===== config.mk =====
export PLATFORM = sky130hd
export DESIGN_NAME = vga_stripe_gen
export DESIGN_NICKNAME = d
export VERILOG_FILES = /design/src/rtl/vga_timing_pkg.sv /design/src/rtl/vga_sync_counter.sv /design/src/rtl/vga_stripe_gen.sv
export SDC_FILE = /design/constraint.sdc
export NUM_CORES = 1
export LEC_CHECK = 0
export ABC_CLOCK_PERIOD_IN_PS = 2380
export CORE_MARGIN = 2
export CORE_UTILIZATION = 40
export CTS_CLUSTER_DIAMETER = 100
export DETAILED_ROUTE_END_ITERATION = 16
export SLEW_MARGIN = 10
export SYNTH_ARGS = -nofsm -noshare
export SYNTH_HDL_FRONTEND = slang
export SYNTH_SLANG_ARGS = --single-unit

===== constraint.sdc =====
create_clock -name clk1 -period 2.38 [get_ports clk1]
set_clock_uncertainty 0.15 [all_clocks]
set_input_delay 0.238 -clock clk1 [delete_from_list [all_inputs] [get_ports clk1]]
set_output_delay 0.238 -clock clk1 [all_outputs]
set_load 0.005 [all_outputs]

===== src/rtl/vga_timing_pkg.sv =====
// vga_timing_pkg: 640x480@60 timing constants, counter types and the
// stripe colour helper shared by the stripe generator and its counters.
package vga_timing_pkg;

  // Horizontal timing in pixels.
  localparam int VGA_H_ACTIVE = 640;
  localparam int VGA_H_FP     = 16;
  localparam int VGA_H_SYNC   = 96;
  localparam int VGA_H_BP     = 48;
  localparam int VGA_H_TOT    = VGA_H_ACTIVE + VGA_H_FP + VGA_H_SYNC + VGA_H_BP;

  // Vertical timing in lines.
  localparam int VGA_V_ACTIVE = 480;
  localparam int VGA_V_FP     = 10;
  localparam int VGA_V_SYNC   = 2;
  localparam int VGA_V_BP     = 33;
  localparam int VGA_V_TOT    = VGA_V_ACTIVE + VGA_V_FP + VGA_V_SYNC + VGA_V_BP;

  // 64-pixel stripes by default.
  localparam int VGA_STRIPE_LOG2 = 6;

  // Counter widths; 10 bits covers both 800 and 525.
  localparam int H_W = 10;
  localparam int V_W = 10;

  typedef logic [H_W-1:0] hcnt_t;
  typedef logic [V_W-1:0] vcnt_t;

  // {R,G,B}: index 0 is black, index 7 is white.
  typedef logic [2:0] color_t;

  // Stripe number of a pixel plus the scroll offset, wrapping mod 8.
  function automatic color_t stripe_color(hcnt_t h, int log2w, color_t off);
    return color_t'(h >> log2w) + off;
  endfunction

endpackage


===== src/rtl/vga_sync_counter.sv =====
// vga_sync_counter: pixel/line counters gated by pix_en, registered sync and
// video_on decode, a combinational active-area flag for the colour path and
// the frame-wrap strobe.
module vga_sync_counter
  import vga_timing_pkg::*;
#(
  parameter int H_ACTIVE = VGA_H_ACTIVE,
  parameter int H_FP     = VGA_H_FP,
  parameter int H_SYNC   = VGA_H_SYNC,
  parameter int H_BP     = VGA_H_BP,
  parameter int V_ACTIVE = VGA_V_ACTIVE,
  parameter int V_FP     = VGA_V_FP,
  parameter int V_SYNC   = VGA_V_SYNC,
  parameter int V_BP     = VGA_V_BP
) (
  input  logic  clk1,
  input  logic  rst_n,
  input  logic  pix_en,
  output hcnt_t h_cnt_o,
  output logic  active_o,
  output logic  hsync_o,
  output logic  vsync_o,
  output logic  video_on_o,
  output logic  wrap_o
);

  localparam int H_TOT = H_ACTIVE + H_FP + H_SYNC + H_BP;
  localparam int V_TOT = V_ACTIVE + V_FP + V_SYNC + V_BP;
  localparam int HS_LO = H_ACTIVE + H_FP;
  localparam int HS_HI = HS_LO + H_SYNC - 1;
  localparam int VS_LO = V_ACTIVE + V_FP;
  localparam int VS_HI = VS_LO + V_SYNC - 1;

  hcnt_t h_cnt_q, h_cnt_d;
  vcnt_t v_cnt_q, v_cnt_d;
  logic  hsync_q, hsync_d;
  logic  vsync_q, vsync_d;
  logic  video_on_q, video_on_d;
  logic  h_last, v_last;
  logic  hs_win, vs_win, active;

  assign h_last = (h_cnt_q == hcnt_t'(H_TOT - 1));
  assign v_last = (v_cnt_q == vcnt_t'(V_TOT - 1));

  assign hs_win = (h_cnt_q >= hcnt_t'(HS_LO)) && (h_cnt_q <= hcnt_t'(HS_HI));
  assign vs_win = (v_cnt_q >= vcnt_t'(VS_LO)) && (v_cnt_q <= vcnt_t'(VS_HI));
  assign active = (h_cnt_q < hcnt_t'(H_ACTIVE)) && (v_cnt_q < vcnt_t'(V_ACTIVE));

  // Counter advance and output decode; everything holds while pix_en is low.
  always_comb begin
    h_cnt_d    = h_cnt_q;
    v_cnt_d    = v_cnt_q;
    hsync_d    = hsync_q;
    vsync_d    = vsync_q;
    video_on_d = video_on_q;
    if (pix_en) begin
      // Decode uses the pre-increment position, so outputs trail by one pixel.
      hsync_d    = ~hs_win;
      vsync_d    = ~vs_win;
      video_on_d = active;
      if (h_last) begin
        h_cnt_d = '0;
        v_cnt_d = v_last ? '0 : v_cnt_q + vcnt_t'(1);
      end else begin
        h_cnt_d = h_cnt_q + hcnt_t'(1);
      end
    end
  end

  // State and registered sync outputs.
  always_ff @(posedge clk1) begin
    if (!rst_n) begin
      h_cnt_q    <= '0;
      v_cnt_q    <= '0;
      hsync_q    <= 1'b1;
      vsync_q    <= 1'b1;
      video_on_q <= 1'b0;
    end else begin
      h_cnt_q    <= h_cnt_d;
      v_cnt_q    <= v_cnt_d;
      hsync_q    <= hsync_d;
      vsync_q    <= vsync_d;
      video_on_q <= video_on_d;
    end
  end

  assign h_cnt_o    = h_cnt_q;
  assign active_o   = active;
  assign hsync_o    = hsync_q;
  assign vsync_o    = vsync_q;
  assign video_on_o = video_on_q;
  assign wrap_o     = pix_en & h_last & v_last;

endmodule


===== src/rtl/vga_stripe_gen.sv =====
// vga_stripe_gen: 640x480@60 VGA sync plus vertical colour bars that scroll
// one stripe per edge of the slow step_in toggle. Scrolling only takes effect
// at frame wrap so a frame is never torn.
// Build option: define VGA_STRIPE_SCROLL_EN to enable scrolling; without it
// the offset is fixed at 0 and step_in is ignored.
module vga_stripe_gen
  import vga_timing_pkg::*;
#(
  parameter int H_ACTIVE    = VGA_H_ACTIVE,
  parameter int H_FP        = VGA_H_FP,
  parameter int H_SYNC      = VGA_H_SYNC,
  parameter int H_BP        = VGA_H_BP,
  parameter int V_ACTIVE    = VGA_V_ACTIVE,
  parameter int V_FP        = VGA_V_FP,
  parameter int V_SYNC      = VGA_V_SYNC,
  parameter int V_BP        = VGA_V_BP,
  parameter int STRIPE_LOG2 = VGA_STRIPE_LOG2
) (
  input  logic   clk1,
  input  logic   rst_n,
  input  logic   pix_en,
  input  logic   step_in,
  output logic   hsync,
  output logic   vsync,
  output logic   video_on,
  output color_t rgb,
  output logic   frame_tick
);

  hcnt_t  h_cnt;
  logic   active;
  logic   wrap;
  color_t offset;
  color_t rgb_q, rgb_d;
  logic   frame_tick_q;

  vga_sync_counter #(
    .H_ACTIVE (H_ACTIVE),
    .H_FP     (H_FP),
    .H_SYNC   (H_SYNC),
    .H_BP     (H_BP),
    .V_ACTIVE (V_ACTIVE),
    .V_FP     (V_FP),
    .V_SYNC   (V_SYNC),
    .V_BP     (V_BP)
  ) u_cnt (
    .clk1       (clk1),
    .rst_n      (rst_n),
    .pix_en     (pix_en),
    .h_cnt_o    (h_cnt),
    .active_o   (active),
    .hsync_o    (hsync),
    .vsync_o    (vsync),
    .video_on_o (video_on),
    .wrap_o     (wrap)
  );

`ifdef VGA_STRIPE_SCROLL_EN
  // sync_q[0]/[1] are the synchronizer, sync_q[2] remembers the previous
  // synchronized value for edge detection.
  logic [2:0] sync_q;
  logic       step_evt;
  logic       pending_q, pending_d;
  color_t     offset_q, offset_d;

  assign step_evt = sync_q[1] ^ sync_q[2];

  // Synchronizer runs every clk1 cycle regardless of pix_en.
  always_ff @(posedge clk1) begin
    if (!rst_n) sync_q <= '0;
    else        sync_q <= {sync_q[1:0], step_in};
  end

  // Collect step events during the frame and apply at most one at wrap;
  // an event landing on the wrap cycle itself is applied immediately.
  always_comb begin
    pending_d = pending_q;
    offset_d  = offset_q;
    if (wrap) begin
      if (pending_q || step_evt) offset_d = offset_q + color_t'(1);
      pending_d = 1'b0;
    end else if (step_evt) begin
      pending_d = 1'b1;
    end
  end

  // Pending flag and scroll offset registers.
  always_ff @(posedge clk1) begin
    if (!rst_n) begin
      pending_q <= 1'b0;
      offset_q  <= '0;
    end else begin
      pending_q <= pending_d;
      offset_q  <= offset_d;
    end
  end

  assign offset = offset_q;
`else
  logic unused_step;

  assign unused_step = step_in;
  assign offset      = '0;
`endif

  // Colour for the current pixel, black outside the active area.
  always_comb begin
    rgb_d = rgb_q;
    if (pix_en) rgb_d = active ? stripe_color(h_cnt, STRIPE_LOG2, offset) : '0;
  end

  // Registered colour (aligned with the sync outputs) and frame tick.
  always_ff @(posedge clk1) begin
    if (!rst_n) begin
      rgb_q        <= '0;
      frame_tick_q <= 1'b0;
    end else begin
      rgb_q        <= rgb_d;
      frame_tick_q <= wrap;
    end
  end

  assign rgb        = rgb_q;
  assign frame_tick = frame_tick_q;

endmodule


==> summary by stage, run 1 <==
STA
The number of failing setup endpoints in the final timing report is 0. The number of pins with negative max-slew slack in the final report is 0. At the pin with the least slew margin, the transition time is 0.415 ns.

Setup slack closes at 0.145 ns. Dividing the final minimum period by the clock period gives 93.9%. Setup repair after global routing left no endpoint under its margin.

Adding up every negative setup slack in the final design gives 0 ns. The relative max-transition margin is 72.3%. The worst path in the final design needs a cycle of 2.24 ns, including I/O delays and setup. The final count of hold timing violations is 0. Hold is met by 0.328 ns. Static timing analysis puts the maximum clock frequency at 447 MHz.

Worst setup path
The critical path is of the reg -> reg type. The worst setup path is launched from a flop. The endpoint arrival time on the critical path is 2.35 ns. The worst setup path is captured at a flop. The critical path data required time is 2.49 ns. In this run the worst path has a maximum fanout of 5.

Die
The floorplan step defined a die boundary enclosing 0.00373 mm². For this design the top-level I/O count stands at 11. The vertical extent of the die is 61.1 µm. The die boundary width is 61.1 µm. The total number of placement rows is 20. For this configuration, the core starts out at a cell density of 42.4%. The core box area is 0.00308 mm².

Global route
The global-route met3 utilization is 2.52%. The initial antenna violation count is 0. In this run the most used layer during global routing was met2.

Global routing consumed, on the met1 layer, 21.4% of the routing resources. Global routing used 15.7% of the available tracks across all layers. The sum of overflow across all layers after global routing is 0. Global routing used 24.6% of the available met2 tracks. The via count of the first global-routing pass is 924. The largest net degree at the start of global routing is 19. The first global-routing pass estimated 4310 µm of wire.

Route
The first-iteration detailed-routing DRC count is 32. The first detailed-routing pass took 4 iterations. The final route contains 1068 vias.

The wire length reported by the detailed router is 2590 µm. The number of antenna-violating nets in the routed design is 0. In the final routed layout, each cell accounts on average for 12.8 µm. Dividing the detail-routed via count by the number of cells gives 5.26.

The detailed-route DRC error count is 0.

Finish
The antenna diode count is 0. At the end of the flow the core is filled with cells to 48.1%. The fraction of layout cells with a size suffix above 1 is 8.81%. The post-layout net count is 169. Compared with the post-synthesis result, the final layout area differs by 13.6%.

Power and ir drop
The internal portion of the total power is 537 µW. The switching power as a share of total power is 21.6%. The standby leakage power is 0.000514 µW.

The worst-case IR drop observed on VDD is 0.000290 V. The power per standard cell area is 462 mW/mm². Combinational cells account for 4.8% of the total power. The overall power is 685 µW. The switching power of the nets is 148 µW. The clock network burns 28.0% of the power. The fraction of power consumed by sequential logic is 67.3%.

Synthesis
The cell count after synthesis is 146. Synthesis produced a netlist with a net count of 155. Sorting the synthesized cells by how often they occur yields sky130_fd_sc_hd__dfxtp_1, sky130_fd_sc_hd__nor2_1, sky130_fd_sc_hd__nand3_1, sky130_fd_sc_hd__a21oi_1, sky130_fd_sc_hd__nand2_1. The synthesized design contains 0 enable-type register cells.

The largest total area in the synthesized netlist belongs to sky130_fd_sc_hd__dfxtp_1. Of the post-synthesis cell area, the dominant cell type holds 41.5%. Among all cell types in the netlist, the one instantiated most often is sky130_fd_sc_hd__dfxtp_1. Yosys attributes the largest share of cell area to sky130_fd_sc_hd__dfxtp_1, sky130_fd_sc_hd__ha_1, sky130_fd_sc_hd__xor2_1.

The top flip-flop cell by instance count after synthesis is sky130_fd_sc_hd__dfxtp_1. Summing the sequential cell areas from Yosys gives 41.5% of the chip area. The post-synthesis async set-or-reset flop share is 0%. The Yosys step of the flow raised 0 warnings. Synthesis inferred 27 register bits. After synthesis, the netlist uses 37 different library cells. After synthesis the cells add up to 0.00130 mm². Averaged over all synthesized cells, the footprint is 8.93 µm².

Place
Port buffering added 9 buffers. The global placement routability congestion is 0.784. At the placement stage, the worst setup path has a slack of 0.0869 ns. Summed over all nets, the half-perimeter wirelength after detailed placement is 1910 µm.

Clocking
TritonCTS built the clock tree. Gates resized during post-CTS repair numbered 0. CTS built an H-tree with a depth of 1. The post-CTS clock slew at the launch and capture registers of the worst setup and hold paths is 0.13 ns. The clock latency on the worst-skew pair is 0.32 ns.

The number of setup buffers added after CTS is 0. The number of buffers created by CTS is 3. The cts-stage hold buffer count is 0.

The TritonCTS sink count is 27. The clock root buffer is sky130_fd_sc_hd__clkbuf_4. The buffer levels on the longest clock path is 2.

Run status
The run finished with clean final reports.

Flow run
The number of violations of the max-capacitance limit is 0.

Hold path
The path class of the tightest hold or removal check is reg -> reg.
cell type report:
class,instances,area (µm²)
timing repair buffer,14,128
multi-input combinational,108,709
clock buffer,4,26.3
inverter,6,22.5
fill,292,1600
sequential,27,541
tap,44,55.1
logic make-up after synthesis:
kind of cell               share of synthesized area, %
and+or+nand+nor                                    30.8
DFF                                                41.5
AOI/OAI and AO/OA                                  8.54
xor gates and xnor gates                           8.73
buffers and inverters                              4.13
adders and majority gates                          4.80
muxes                                              1.54
path summary, 6_finish.rpt:
| path | start | end | slack [ns] | depth (start not counted) |
|---|---|---|---|---|
| setup / recovery | u_cnt.h_cnt_o[0] | u_cnt.v_cnt_q[8] | 0.14 | 5 |
| hold / removal | u_cnt.video_on_o | u_cnt.video_on_o | 0.33 | 2 |
| setup reg to reg | u_cnt.h_cnt_o[0] | u_cnt.v_cnt_q[8] | 0.14 | 5 |
| hold reg to reg | u_cnt.video_on_o | u_cnt.video_on_o | 0.33 | 2 |
placed cells by master (no fill, tap or decap), types with 2 or more instances in the layout:
cell type / n
sky130_fd_sc_hd__a21oi_1: 10
sky130_fd_sc_hd__and4_1: 3
sky130_fd_sc_hd__buf_4: 5
sky130_fd_sc_hd__clkbuf_4: 3
sky130_fd_sc_hd__clkdlybuf4s50_1: 9
sky130_fd_sc_hd__dfxtp_1: 27
sky130_fd_sc_hd__ha_1: 5
sky130_fd_sc_hd__inv_1: 6
sky130_fd_sc_hd__mux2i_1: 2
sky130_fd_sc_hd__nand2_1: 9
sky130_fd_sc_hd__nand2b_1: 5
sky130_fd_sc_hd__nand3_1: 11
sky130_fd_sc_hd__nand4_1: 3
sky130_fd_sc_hd__nor2_1: 16
sky130_fd_sc_hd__nor3_1: 4
sky130_fd_sc_hd__nor4_1: 3
sky130_fd_sc_hd__nor4b_1: 2
sky130_fd_sc_hd__o21ai_0: 3
sky130_fd_sc_hd__o31ai_1: 2
sky130_fd_sc_hd__or3_1: 2
sky130_fd_sc_hd__or4_1: 2
sky130_fd_sc_hd__xnor2_1: 6
sky130_fd_sc_hd__xor2_1: 7
layer usage:
metal	up-vias	wire [µm]
met5	-	0
met2	16	1160
met4	0	23
li1	545	-
met1	504	1340
met3	3	68
state kept, by name, indices dropped and copies added, names as in the netlist:
| register | cells |
|---|---|
| u_cnt.vsync_o | 1 |
| u_cnt.hsync_o | 1 |
| u_cnt.video_on_o | 1 |
| u_cnt.h_cnt_o | 10 |
| frame_tick | 1 |
| rgb | 3 |
| u_cnt.v_cnt_q | 10 |
power groups by stage:
stage	Clock, µW	Sequential, µW	Combinational, µW
2_1_floorplan	0	470	19.7
3_3_place_gp	0	470	32.5
3_5_place_dp	0	471	32.6
4_1_cts	203	461	33.0
5_1_grt	225	462	36.6
6_report	192	461	32.5
worst max-delay path, stage by stage (launching register included):
cell	delay, ns
sky130_fd_sc_hd__dfxtp_1	0.41
sky130_fd_sc_hd__ha_1	0.25
sky130_fd_sc_hd__nand4_2	0.18
sky130_fd_sc_hd__or4_4	0.58
sky130_fd_sc_hd__or4_1	0.48
sky130_fd_sc_hd__a21oi_1	0.14
per-stage QoR:
| stage | std cells | area [µm²] |
|---|---|---|
| CTS | 203 | 1480 |
| floorplan | 146 | 1300 |
| global placement | 199 | 1460 |
| finish | 203 | 1480 |
| detailed placement | 199 | 1460 |
| global route | 203 | 1480 |
No activity file was read; power rests on OpenSTA's default activity.
==> inputs of run 2 (changes only) <==
SYNTH_HIERARCHICAL = 1   (was unset)
==> summary by stage, run 2 <==
Place
The port buffer count is 9. The HPWL after detailed placement is 1990 µm. The global placement routability congestion is 0.827.

Synthesis
The number of different library cells in the post-synthesis netlist is 40. The post-synthesis async set-or-reset flop share is 0%. Yosys printed 6 warnings. In the post-synthesis netlist, the biggest area contributors are sky130_fd_sc_hd__dfxtp_1, sky130_fd_sc_hd__xnor2_1, sky130_fd_sc_hd__ha_1.

In the synthesized netlist the dominant register cell turns out to be sky130_fd_sc_hd__dfxtp_1. The fraction of synthesized cell area taken by the top area cell type is 40.6%. The most repeated cell in the gate-level netlist after synthesis is sky130_fd_sc_hd__dfxtp_1.

Summed over all instances, the cell type with the most area after synthesis is sky130_fd_sc_hd__dfxtp_1. The post-synthesis register bit count is 27. Counting flops with a built-in enable in the synthesized netlist gives 0. When the netlist entered floorplanning its net count stood at 155.

Averaged over all synthesized cells, the footprint is 9.11 µm². The share of the Yosys chip area taken by registers is 40.6%. Counting instances in the post-synthesis netlist gives the leading cell types as sky130_fd_sc_hd__dfxtp_1, sky130_fd_sc_hd__nor2_1, sky130_fd_sc_hd__nand2_1, sky130_fd_sc_hd__nand4_1, sky130_fd_sc_hd__xnor2_1.

After technology mapping, the gate count stands at 146. The mapped cell area is 0.00133 mm².

Clocking
The clock root buffer is sky130_fd_sc_hd__clkbuf_4. The number of buffers created by CTS is 3. Counting every sink on the clock net gives 27. The clock tree from TritonCTS is built.

Hold repair after CTS inserted 0 buffers. The clock latency on the worst-skew pair is 0.31 ns. The depth of the CTS H-tree is 1. The post-CTS clock slew at the launch and capture registers of the worst setup and hold paths is 0.14 ns. No sink is reached through more buffers than the 2 on the longest clock path.

The post-cts sizing count is 0. The number of setup buffers added after CTS is 0.

Finish
From synthesis to final layout, the design area changed by 12.9%. The post-layout net count is 169. The post-route netlist has 7.55% of its cells at a drive strength greater than 1. The antenna diode count is 0. The commonest non-fill, non-tap cell in the layout is sky130_fd_sc_hd__dfxtp_1.

The library cells used most frequently in the layout, excluding fill and tap cells, are sky130_fd_sc_hd__dfxtp_1, sky130_fd_sc_hd__nor2_1, sky130_fd_sc_hd__nand2_1.

Power and ir drop
The overall power is 695 µW. The standby leakage power is 0.000528 µW. The power per standard cell area is 463 mW/mm². The highest ir drop seen on vdd is 0.000240 V.

STA
The final hold slack is 0.338 ns. Of the available clock period, the critical path in the final layout requires 84.6%. The final count of hold timing violations is 0. The final total negative setup slack is 0 ns. The number of failing setup endpoints in the final timing report is 0. Setup repair after global routing left no endpoint under its margin. Subtracting the final worst setup slack from the clock period gives 2.01 ns. The number of pins with negative max-slew slack in the final report is 0. The highest attainable clock frequency is 496 MHz. The worst pin sits at a relative slew slack of 69.0%. The transition time of the tightest slew-check pin is 0.462 ns.

Hold path
In this run the most critical hold path is launched from rgb[1]. The worst hold path passes through 2 cells. The worst hold path belongs to the class reg -> reg. The path with the worst hold slack has its endpoint at rgb[1].

Worst setup path
STA classifies the critical path startpoint as a flop. The endpoint identified for the worst register-to-register timing path is u_cnt/v_cnt_q[7]. The critical path is of the reg -> reg type. Tracing the worst setup path back leads to its startpoint at u_cnt/h_cnt_o[0]. The worst reg-to-reg path cell count is 5. The critical path's largest stage delay is 0.57 ns. The critical path buffer and inverter count is 0. The maximum fanout along the worst path is 4. The startpoint identified for the worst register-to-register timing path is u_cnt/h_cnt_o[0].

The slowest stage of the critical path is the sky130_fd_sc_hd__or4_4 cell. The gate family responsible for the most delay along the worst path is simple AND/OR/NAND/NOR gates. Data on the critical path arrives at its endpoint at 2.12 ns. The critical path goes through ha_1 -> nand4_4 -> or4_4 -> or3_1 -> a21oi_1. The kind of capture point of the worst setup path is a flop.

Setup slack on the worst reg-to-reg path comes out at 0.37 ns. At the worst endpoint, the required time is 2.49 ns.

Global route
Entering global routing, the biggest net connects 16 pins. The aggregate global-route resource usage is 15.5%. The via count of the first global-routing pass came to 982. The initial antenna violation count is 0. The sum of overflow across all layers after global routing is 0. The first-pass GRT wire length is 4400 µm.

Die
The die boundary width is 61.7 µm. The number of I/O pins is 11. The floorplan step defined a die boundary enclosing 0.00380 mm². Row generation in the floorplan step produced 20 rows.

The core box area is 0.00310 mm². Measured along the y axis, the die boundary spans 61.7 µm. For this configuration, the core starts out at a cell density of 42.9%.

Route
The detailed-route DRC error count is 0. The wire length reported by the detailed router is 2680 µm. Dividing the detail-routed via count by the number of cells gives 5.35.

For this run, the detailed router's first-pass iteration total came to 4. The final route contains 1087 vias. In this run, the number of DRC markers left after iteration 0 of detailed routing was 73.

The wire length per cell is 13.2 µm. The number of antenna-violating nets in the routed design is 0.

Run status
The run finished with clean final reports.

Flow run
The number of violations of the max-capacitance limit is 0.
run 2: stage by stage:
step / util [%] / setup slack (ns) / instance area, µm² / std cells
2_1_floorplan: - / 0.455 / 1330 / 146
3_3_place_gp: 47.5 / 0.241 / 1480 / 199
3_5_place_dp: 47.5 / 0.228 / 1480 / 199
4_1_cts: 48.4 / 0.348 / 1500 / 203
5_1_grt: 48.4 / 0.266 / 1500 / 203
6_report: 48.4 / 0.365 / 1500 / 203
run 2: report_power, final:
group	switching (µW)	internal, µW	total, µW
clock	129	65.5	195
combinational	19.9	18.0	37.9
sequential	4.72	458	463
total	154	541	695
run 2: layout make-up:
class                   count  area, µm²
fillers                   315       1600
repair buffers             12        113
well taps                  44       55.1
multi-input cells         111        748
clock buffers               4       26.3
flip-flops and latches     27        541
inverters                   5       18.8
run 2: logic make-up (layout without fill, tap and decap cells):
family | Yosys count | count (layout) | synth area share [%]
AO/OA/AOI/OAI | 14 | 14 | 6.49
XOR/XNOR | 14 | 14 | 9.22
adder cells (fa/ha/maj) | 5 | 5 | 4.70
buffers and inverters | 8 | 21 | 3.10
flip-flops | 27 | 27 | 40.6
multiplexers | 2 | 2 | 1.51
AND/OR/NAND/NOR | 76 | 76 | 34.3
run 2: worst max-delay path by stage:
stage,endpoint,slack [ns],cells after the start
2_1_floorplan,u_cnt/v_cnt_q[7],0.45,5
6_report,u_cnt/v_cnt_q[7],0.37,5
4_1_cts,u_cnt/v_cnt_q[7],0.35,5
3_3_place_gp,u_cnt/v_cnt_q[7],0.24,5
5_1_grt,u_cnt/v_cnt_q[7],0.27,5
3_5_place_dp,u_cnt/v_cnt_q[7],0.23,5
run 2: per-layer routing:
layer / track usage, % / share of wire, % / vias up
met3: 2.52 / 2.9 / 2
met2: 24.1 / 47 / 17
met1: 21.8 / 50 / 517
met5: 0 / 0 / -
li1: - / - / 551
met4: 5.47 / 0.56 / 0
run 2: tightest hold or removal path, delay by kind of cell, from the launching register on:
kind | cells | cell delay [ns]
DFF | 1 | 0.34
and+or+nand+nor | 2 | 0.13
